--- config.mk ---
export PLATFORM = sky130hd
export DESIGN_NAME = seq_detect_fsm
export DESIGN_NICKNAME = d
export VERILOG_FILES = /design/src/rtl/seq_detect_pkg.sv /design/src/rtl/seq_detect_fsm_regs.sv /design/src/rtl/seq_detect_fsm.sv
export SDC_FILE = /design/constraint.sdc
export NUM_CORES = 1
export LEC_CHECK = 0
export CORE_ASPECT_RATIO = 0.5
export CORE_MARGIN = 2
export CORE_UTILIZATION = 57
export CTS_CLUSTER_DIAMETER = 150
export CTS_CLUSTER_SIZE = 40
export DETAILED_ROUTE_END_ITERATION = 16
export PLACE_DENSITY = 0.87
export SLEW_MARGIN = 10
export SYNTH_ARGS = -nofsm -noshare
export SYNTH_HDL_FRONTEND = slang
export SYNTH_SLANG_ARGS = --single-unit
--- constraint.sdc ---
create_clock -name clk -period 2.9 [get_ports clk]
set_input_delay 0.29 -clock clk [delete_from_list [all_inputs] [get_ports clk]]
set_output_delay 0.29 -clock clk [all_outputs]
set_load 0.01 [all_outputs]
--- src/rtl/seq_detect_pkg.sv ---
// Shared types for the programmable sequence detector.
// Holds the FSM state encoding and the index-width helper.
package seq_detect_pkg;

    typedef enum logic [1:0] {
        IDLE  = 2'd0,
        TRACK = 2'd1,
        DONE  = 2'd2
    } state_t;

    // Index width for a DEPTH-entry table, never narrower than one bit.
    function automatic int idx_w(input int depth);
        return (depth > 1) ? $clog2(depth) : 1;
    endfunction

endpackage

--- src/rtl/seq_detect_fsm_regs.sv ---
// Pattern register file: DEPTH entries of (value, mask).
// Two compare ports: the current step and step zero.
module seq_pattern_regs
    import seq_detect_pkg::*;
#(
    parameter int W     = 2,
    parameter int DEPTH = 3
) (
    input  logic                      clk,
    input  logic                      rst,
    input  logic                      we,
    input  logic [idx_w(DEPTH)-1:0]   idx,
    input  logic [W-1:0]              val,
    input  logic [W-1:0]              mask,
    input  logic [idx_w(DEPTH)-1:0]   step,
    input  logic                      sym_valid,
    input  logic [W-1:0]              sym,
    output logic                      match_step,
    output logic                      match_first
);

    logic [W-1:0] val_q  [DEPTH];
    logic [W-1:0] mask_q [DEPTH];

    // Table write; cleared masks make every valid symbol match after reset.
    always_ff @(posedge clk) begin
        if (rst) begin
            for (int i = 0; i < DEPTH; i++) begin
                val_q[i]  <= '0;
                mask_q[i] <= '0;
            end
        end else if (we) begin
            val_q[idx]  <= val;
            mask_q[idx] <= mask;
        end
    end

    // Masked compare of the observed symbol against both read ports.
    always_comb begin
        match_step  = sym_valid && (((sym ^ val_q[step]) & mask_q[step]) == '0);
        match_first = sym_valid && (((sym ^ val_q[0]) & mask_q[0]) == '0);
    end

endmodule

--- src/rtl/seq_detect_fsm.sv ---
// Programmable masked sequence detector with gap timeout,
// optional back-to-back matching and a saturating hit counter.
module seq_detect_fsm
    import seq_detect_pkg::*;
#(
    parameter int W       = 2,
    parameter int DEPTH   = 3,
    parameter int MAX_GAP = 4,
    parameter int CNT_W   = 8
) (
    input  logic                    clk,
    input  logic                    rst,
    input  logic                    cfg_we,
    input  logic [idx_w(DEPTH)-1:0] cfg_idx,
    input  logic [W-1:0]            cfg_val,
    input  logic [W-1:0]            cfg_mask,
    input  logic                    mode_overlap,
    input  logic                    sym_valid,
    input  logic [W-1:0]            sym,
    output logic                    busy,
    output logic [idx_w(DEPTH)-1:0] step,
    output logic                    hit,
    output logic                    active,
    output logic                    timeout,
    output logic                    cfg_err,
    output logic [CNT_W-1:0]        hit_count
);

    localparam int IDX_W = idx_w(DEPTH);
    localparam int GAP_W = $clog2(MAX_GAP + 1);
    localparam logic [IDX_W-1:0] LAST    = IDX_W'(DEPTH - 1);
    localparam logic [GAP_W-1:0] GAP_END = GAP_W'(MAX_GAP - 1);
    localparam logic [IDX_W-1:0] FIRST_STEP = (DEPTH == 1) ? '0 : IDX_W'(1);

    state_t           state, state_n;
    logic [IDX_W-1:0] step_n;
    logic [GAP_W-1:0] gap, gap_n;
    logic             timeout_n;
    logic             match_step, match_first;
    logic             cfg_ok, cfg_acc;
    state_t           first_state;

    assign first_state = (DEPTH == 1) ? DONE : TRACK;

    seq_pattern_regs #(
        .W     (W),
        .DEPTH (DEPTH)
    ) u_regs (
        .clk         (clk),
        .rst         (rst),
        .we          (cfg_acc),
        .idx         (cfg_idx),
        .val         (cfg_val),
        .mask        (cfg_mask),
        .step        (step),
        .sym_valid   (sym_valid),
        .sym         (sym),
        .match_step  (match_step),
        .match_first (match_first)
    );

    // Next-state logic: step tracking, restart, gap expiry.
    always_comb begin
        state_n   = state;
        step_n    = step;
        gap_n     = gap;
        timeout_n = 1'b0;
        unique case (state)
            IDLE, DONE: begin
                gap_n = '0;
                if (match_first && (state == IDLE || mode_overlap)) begin
                    state_n = first_state;
                    step_n  = FIRST_STEP;
                end else begin
                    state_n = IDLE;
                    step_n  = '0;
                end
            end
            TRACK: begin
                if (sym_valid) begin
                    gap_n = '0;
                    if (match_step && step == LAST) begin
                        state_n = DONE;
                        step_n  = '0;
                    end else if (match_step) begin
                        step_n = step + 1'b1;
                    end else if (match_first) begin
                        step_n = FIRST_STEP;
                    end else begin
                        state_n = IDLE;
                        step_n  = '0;
                    end
                end else if (gap == GAP_END) begin
                    timeout_n = 1'b1;
                    state_n   = IDLE;
                    step_n    = '0;
                    gap_n     = '0;
                end else begin
                    gap_n = gap + 1'b1;
                end
            end
            default: begin
                state_n = IDLE;
                step_n  = '0;
                gap_n   = '0;
            end
        endcase
    end

    // Writes only land while the FSM stays parked in IDLE.
    always_comb begin
        cfg_ok  = (state == IDLE) && (state_n == IDLE)
                  && (int'(cfg_idx) < DEPTH);
        cfg_acc = cfg_we && cfg_ok;
    end

    // State, counters and registered pulses.
    always_ff @(posedge clk) begin
        if (rst) begin
            state     <= IDLE;
            step      <= '0;
            gap       <= '0;
            hit       <= 1'b0;
            timeout   <= 1'b0;
            cfg_err   <= 1'b0;
            hit_count <= '0;
        end else begin
            state   <= state_n;
            step    <= step_n;
            gap     <= gap_n;
            hit     <= (state_n == DONE);
            timeout <= timeout_n;
            cfg_err <= cfg_we && !cfg_ok;
            if (state_n == DONE && hit_count != '1)
                hit_count <= hit_count + 1'b1;
        end
    end

    // Status decodes.
    always_comb begin
        busy   = (state != IDLE);
        active = (state == IDLE) && sym_valid && (|sym);
    end

endmodule

### Word level (Yosys, flattened, before mapping)

Memory sizes are Yosys's and may differ from the RTL's. A register that Yosys moved wholly into a read port is not among the register bits.
Cells that the tools add are included.
W data, S select, Z words.

| word-level totals | value |
|---|---|
| bits in registers | 18 |
| word-level logic and storage cells | 78 |
| bits in writable memories | 12 |
| output and inout bits | 15 |
| memories kept | 2 |
| input port bits | 13 |

| operators by class | value |
|---|---|
| magnitude comparators | 1 |
| equality and inequality tests | 7 |
| reduce and logical (&&, ||, !) cells | 24 |
| multiplexer cells | 29 |
| bitwise operators | 5 |
| $add $sub $neg | 3 |

Memories:

| name | depth | bits a word | rd ports | clocked after Yosys merged registers in | wr ports | line | RTL |
|---|---|---|---|---|---|---|---|
| u_regs.mask_q | 3 | 2 | 2 | 1 | 3 | seq_detect_fsm_regs.sv:23 | `logic [W-1:0] mask_q [DEPTH];` |
| u_regs.val_q | 3 | 2 | 2 | 1 | 3 | seq_detect_fsm_regs.sv:22 | `logic [W-1:0] val_q [DEPTH];` |

Operators with widths:

| operator | count |
|---|---|
| $mux W2 | 17 |
| $logic_and A1 B1 Y1 | 11 |
| $mux W1 | 10 |
| $add A8 B1 Y8 const B | 1 |
| $logic_not A2 Y1 | 4 |
| $ne A8 B8 Y1 const B | 1 |
| $pmux W2 S2 | 2 |
| $reduce_or A2 Y1 | 4 |
| $eq A2 B2 Y1 const B | 3 |
| $and A2 B2 Y2 | 2 |
| $reduce_or A4 Y1 | 1 |
| $xor A2 B2 Y2 | 2 |
| $add A3 B1 Y3 const B | 1 |
| $eq A3 B2 Y1 const B | 1 |
| $ne A3 B3 Y1 const B | 1 |
| $reduce_or A3 Y1 | 1 |
| $add A2 B1 Y2 const B | 1 |
| $eq A2 B1 Y1 const B | 1 |
| $lt A2 B2 Y1 const B | 1 |
| $reduce_bool A2 Y1 | 1 |
| $logic_not A1 Y1 | 1 |
| $logic_or A1 B1 Y1 | 1 |
| $not A1 Y1 | 1 |

### Longest topological paths before layout

An unclocked memory read counts as a cell.

| logic depth | value |
|---|---|
| depth after elaboration | 19 |
| gate-level depth with buffers | 7 |
| mapped depth without buffers | 7 |

### By module

Synthesis repeated with hierarchy kept, for this count alone.

| unflattened totals | value |
|---|---|
| cells, all modules | 155 |
| area, all modules | 1,644.1 um^2 |

Modules (own cells, without submodules):

| module | instances | area an instance (um^2) | cells each | sequential area each (um^2) |
|---|---|---|---|---|
| seq_detect_fsm | 1 | 874.6 | 98 | 360.3 |
| seq_pattern_regs | 1 | 769.5 | 57 | 480.5 |

### Worst setup path after synthesis

No wires, ideal clock.

| timing path | value |
|---|---|
| path kind | register to register |
| start | mem u_regs.val_q[0][0] |
| end | mem u_regs.mask_q[0][0], enable pin |
| path slack | 1.073 ns |
| arrival | 1.530 ns |
| clock period less this slack | 1.827 ns |
| cell stages (with the launch flop) | 6 |
| required time | 2.603 ns |
| buffers on the path | 0 |
| library setup time | 0.297 ns |
| path through | edfxtp_1 > xor2_2 > a221oi_1 > or3_1 > nor3_1 > or2_2 |

RTL lines:

| what | line |
|---|---|
| start: declaration | seq_detect_fsm_regs.sv:22 |
| end: declaration | seq_detect_fsm_regs.sv:23 |

==> impl_metrics.toml <==
[timing]
fmax_mhz = 408.3
setup_viol = 0
drv_slew = 0
period_needed_ps = 2449
rsz0062_at_grt = "false"
relSlewSlack_pct = 35.64
finalCritPeriodShare_pct = 84.45
tightest_slew_ps = 965.3
worst_slack_ps = 451.0
clock_skew_ps = 7.010
final.setup.tns_ps = 0
hold_violations = 0

[clock_network]
cts_buffer_depth = 2
cts_hold_buf = 0
clock_latency_ps = 290
post_cts_resized = 0
cts.sinks = 36
htreeDepth = 2
cts-root-buf = "clkbuf_8"
post-cts-setup-buffers = 0
clkTransAtPathRegs_ps = 70
cts_tree = "built"
cts_buffers = 5

[grt]
first_global_vias = 1182
antenna_found_initial = 0
overflow = 0
grt_pass1_wl_um = 5457
grt_max_degree = 26
grt_usage_pct = 21.43

[routing]
dr.pass1.iters = 6
wl_per_cell_um = 14.02
wirelength_um = 3281
drt.antenna.violating_nets = 0
first_iter_violations = 72
vias = 1269
drc_errors = 0
vias_per_cell = 5.423

[critical_path]
r2r_start = "u_regs.val_q[0][0]"
cpMostUsedCell = "a32oi_1"
cp_slowest_stage_delay_ps = 790
worstSetupStartpoint = "sym[0]"
cp-start-kind = "input port"
arrival_ps = 2620
required_ps = 3070
crit_chain = "clkdlybuf4s50_1 > xor2_2 > a32oi_1 > a32oi_1 > nor2_1 > a311o_1"
critPathSlowestCell = "a32oi_1"
crit_type = "input port to flip-flop"
path_max_fanout = 13
endpoint_kind = "flip-flop"

[synthesis]
synth.distinct_cells = 45
yosysTopAreaCellShare_pct = 27.16
yosysSeqAreaShare_pct = 49.79
synth_edf_count = 16
syn-cell-area_um2 = 1769
yosys_warnings = 0
synth_flop_cell = "dfxtp_1"
yosysMostFrequentCell = "dfxtp_1"
synthArstFlopShare_pct = 0
synth_area_leaders = "edfxtp_1 27%, dfxtp_1 23%, and2_1 4.6%"
yosys.area.top_type = "edfxtp_1"
netlist_top_cells_count = "20 x dfxtp_1, 16 x edfxtp_1, 13 x and2_1"
syn_avg_cell_area_um2 = 10.99
synth_cells = 161
ys_ff_latch = 36

[layout]
drive_above_1_share_pct = 12.37
fill_cells = 228
fin_nets = 210
regArea_um2 = 880.8
final_area_um2 = 2121
area_growth_pct = 19.87
multi_input_area_um2 = 797.0
n_antenna_cell = 0

[place]
port_buffers = 27
gp_congestion = 0.8431
dpl-instance-area_um2 = 2036
dp_hpwl_um = 2333
pre_cts_ws_ps = 171.6

[pwr]
power.total_mw = 1.031
leakage_nw = 0.7959
irDropWorstVdd_uv = 397.9
powerDensity_nw_per_um2 = 486.3

[min_path]
hold_class = "flip-flop to flip-flop"
min_from = "gap[0]"

[floorplan]
die_y_um = 43.40
core_area_um2 = 2978
start_util_pct = 59.41
dieArea_um2 = 3593
die_w_um = 82.79
io_pins = 28
fp-row-count = 14

[run_status]
outcome = "finished, final reports clean"

[run]
drv_cap = 0
[state kept, by name, summed over array words and instances, names as in the netlist, named ones only]
| signal | count |
|---|---|
| gap | 3 |
| timeout | 1 |
| state | 2 |
| cfg_err | 1 |
| step | 2 |
| hit | 1 |
| u_regs.val_q | 8 |
| hit_count | 8 |
| u_regs.mask_q | 8 |
[per-stage QoR]
stage	hold slack [ps]	utilization [%]	cells
floorplan	388.9	-	164
global placement	403.9	68.36	226
detailed placement	413.8	68.36	226
CTS	426.0	71.22	234
global route	440.9	71.22	234
finish	423.6	71.22	234
[critical path: cells and delay by family]
family,cells,cell delay (ps)
xor gates and xnor gates,1,190
AOI/OAI and AO/OA,3,1290
buffers and inverters,1,640
and+or+nand+nor,1,210
[routing by layer]
metal	vias to the layer above	routed length (um)	global-route usage [%]
met5	-	0	0
met4	0	37	7.869
met3	5	209	7.500
met2	40	1471	32.90
met1	583	1562	28.55
li1	641	-	-
[worst paths after layout]
path	endpoint	slack [ps]	depth (start not counted)
hold / removal	gap[0]	420	1
setup reg to reg	flip-flop	670	5
setup / recovery	flip-flop	450	6
hold reg to reg	gap[0]	420	1
[where the power goes]
part	leakage [nW]	switching (mW)	internal [mW]
Clock	0.0412	0.182	0.168
Sequential	0.326	0.0131	0.550
Combinational	0.428	0.0635	0.0549
[cells in the final DEF, fill, tap and decap left out, types with 2 or more instances in the layout]
cell and n:
clkdlybuf4s50_1 27, dfxtp_1 20, edfxtp_1 16, and2_1 13, nor2_1 11, inv_1 8
xor2_1 7, a21oi_1 7, nor3_1 6, nand4_1 5, clkbuf_8 5, or2_2 4
nor2b_1 4, and3_1 4, ha_1 4, conb_1 4, nand2b_1 3, nor3b_2 3
a31oi_1 3, nand2_1 3, o31ai_1 3, or4_1 3, or3_1 2, a32oi_1 2
nor3b_1 2, mux2_2 2
[area by class of cell]
cell class,count,area share (%)
flip-flops and latches,36,41.53
multi-input cells,114,37.58
repair buffers,28,13.10
clock buffers,6,3.422
well taps,40,2.360
inverters,8,1.416
clock inverters,2,0.5900
[kinds of logic after synthesis]
family,after synthesis,synth area share (%)
AO/OA/AOI/OAI,24,10.25
XOR/XNOR,8,4.385
adder cells (fa/ha/maj),4,2.829
buffers and inverters,14,5.799
flip-flops,36,49.79
multiplexers,4,2.475
other,1,0.2120
AND/OR/NAND/NOR,70,24.26
Note: power is estimated with default switching activity, not from simulation.
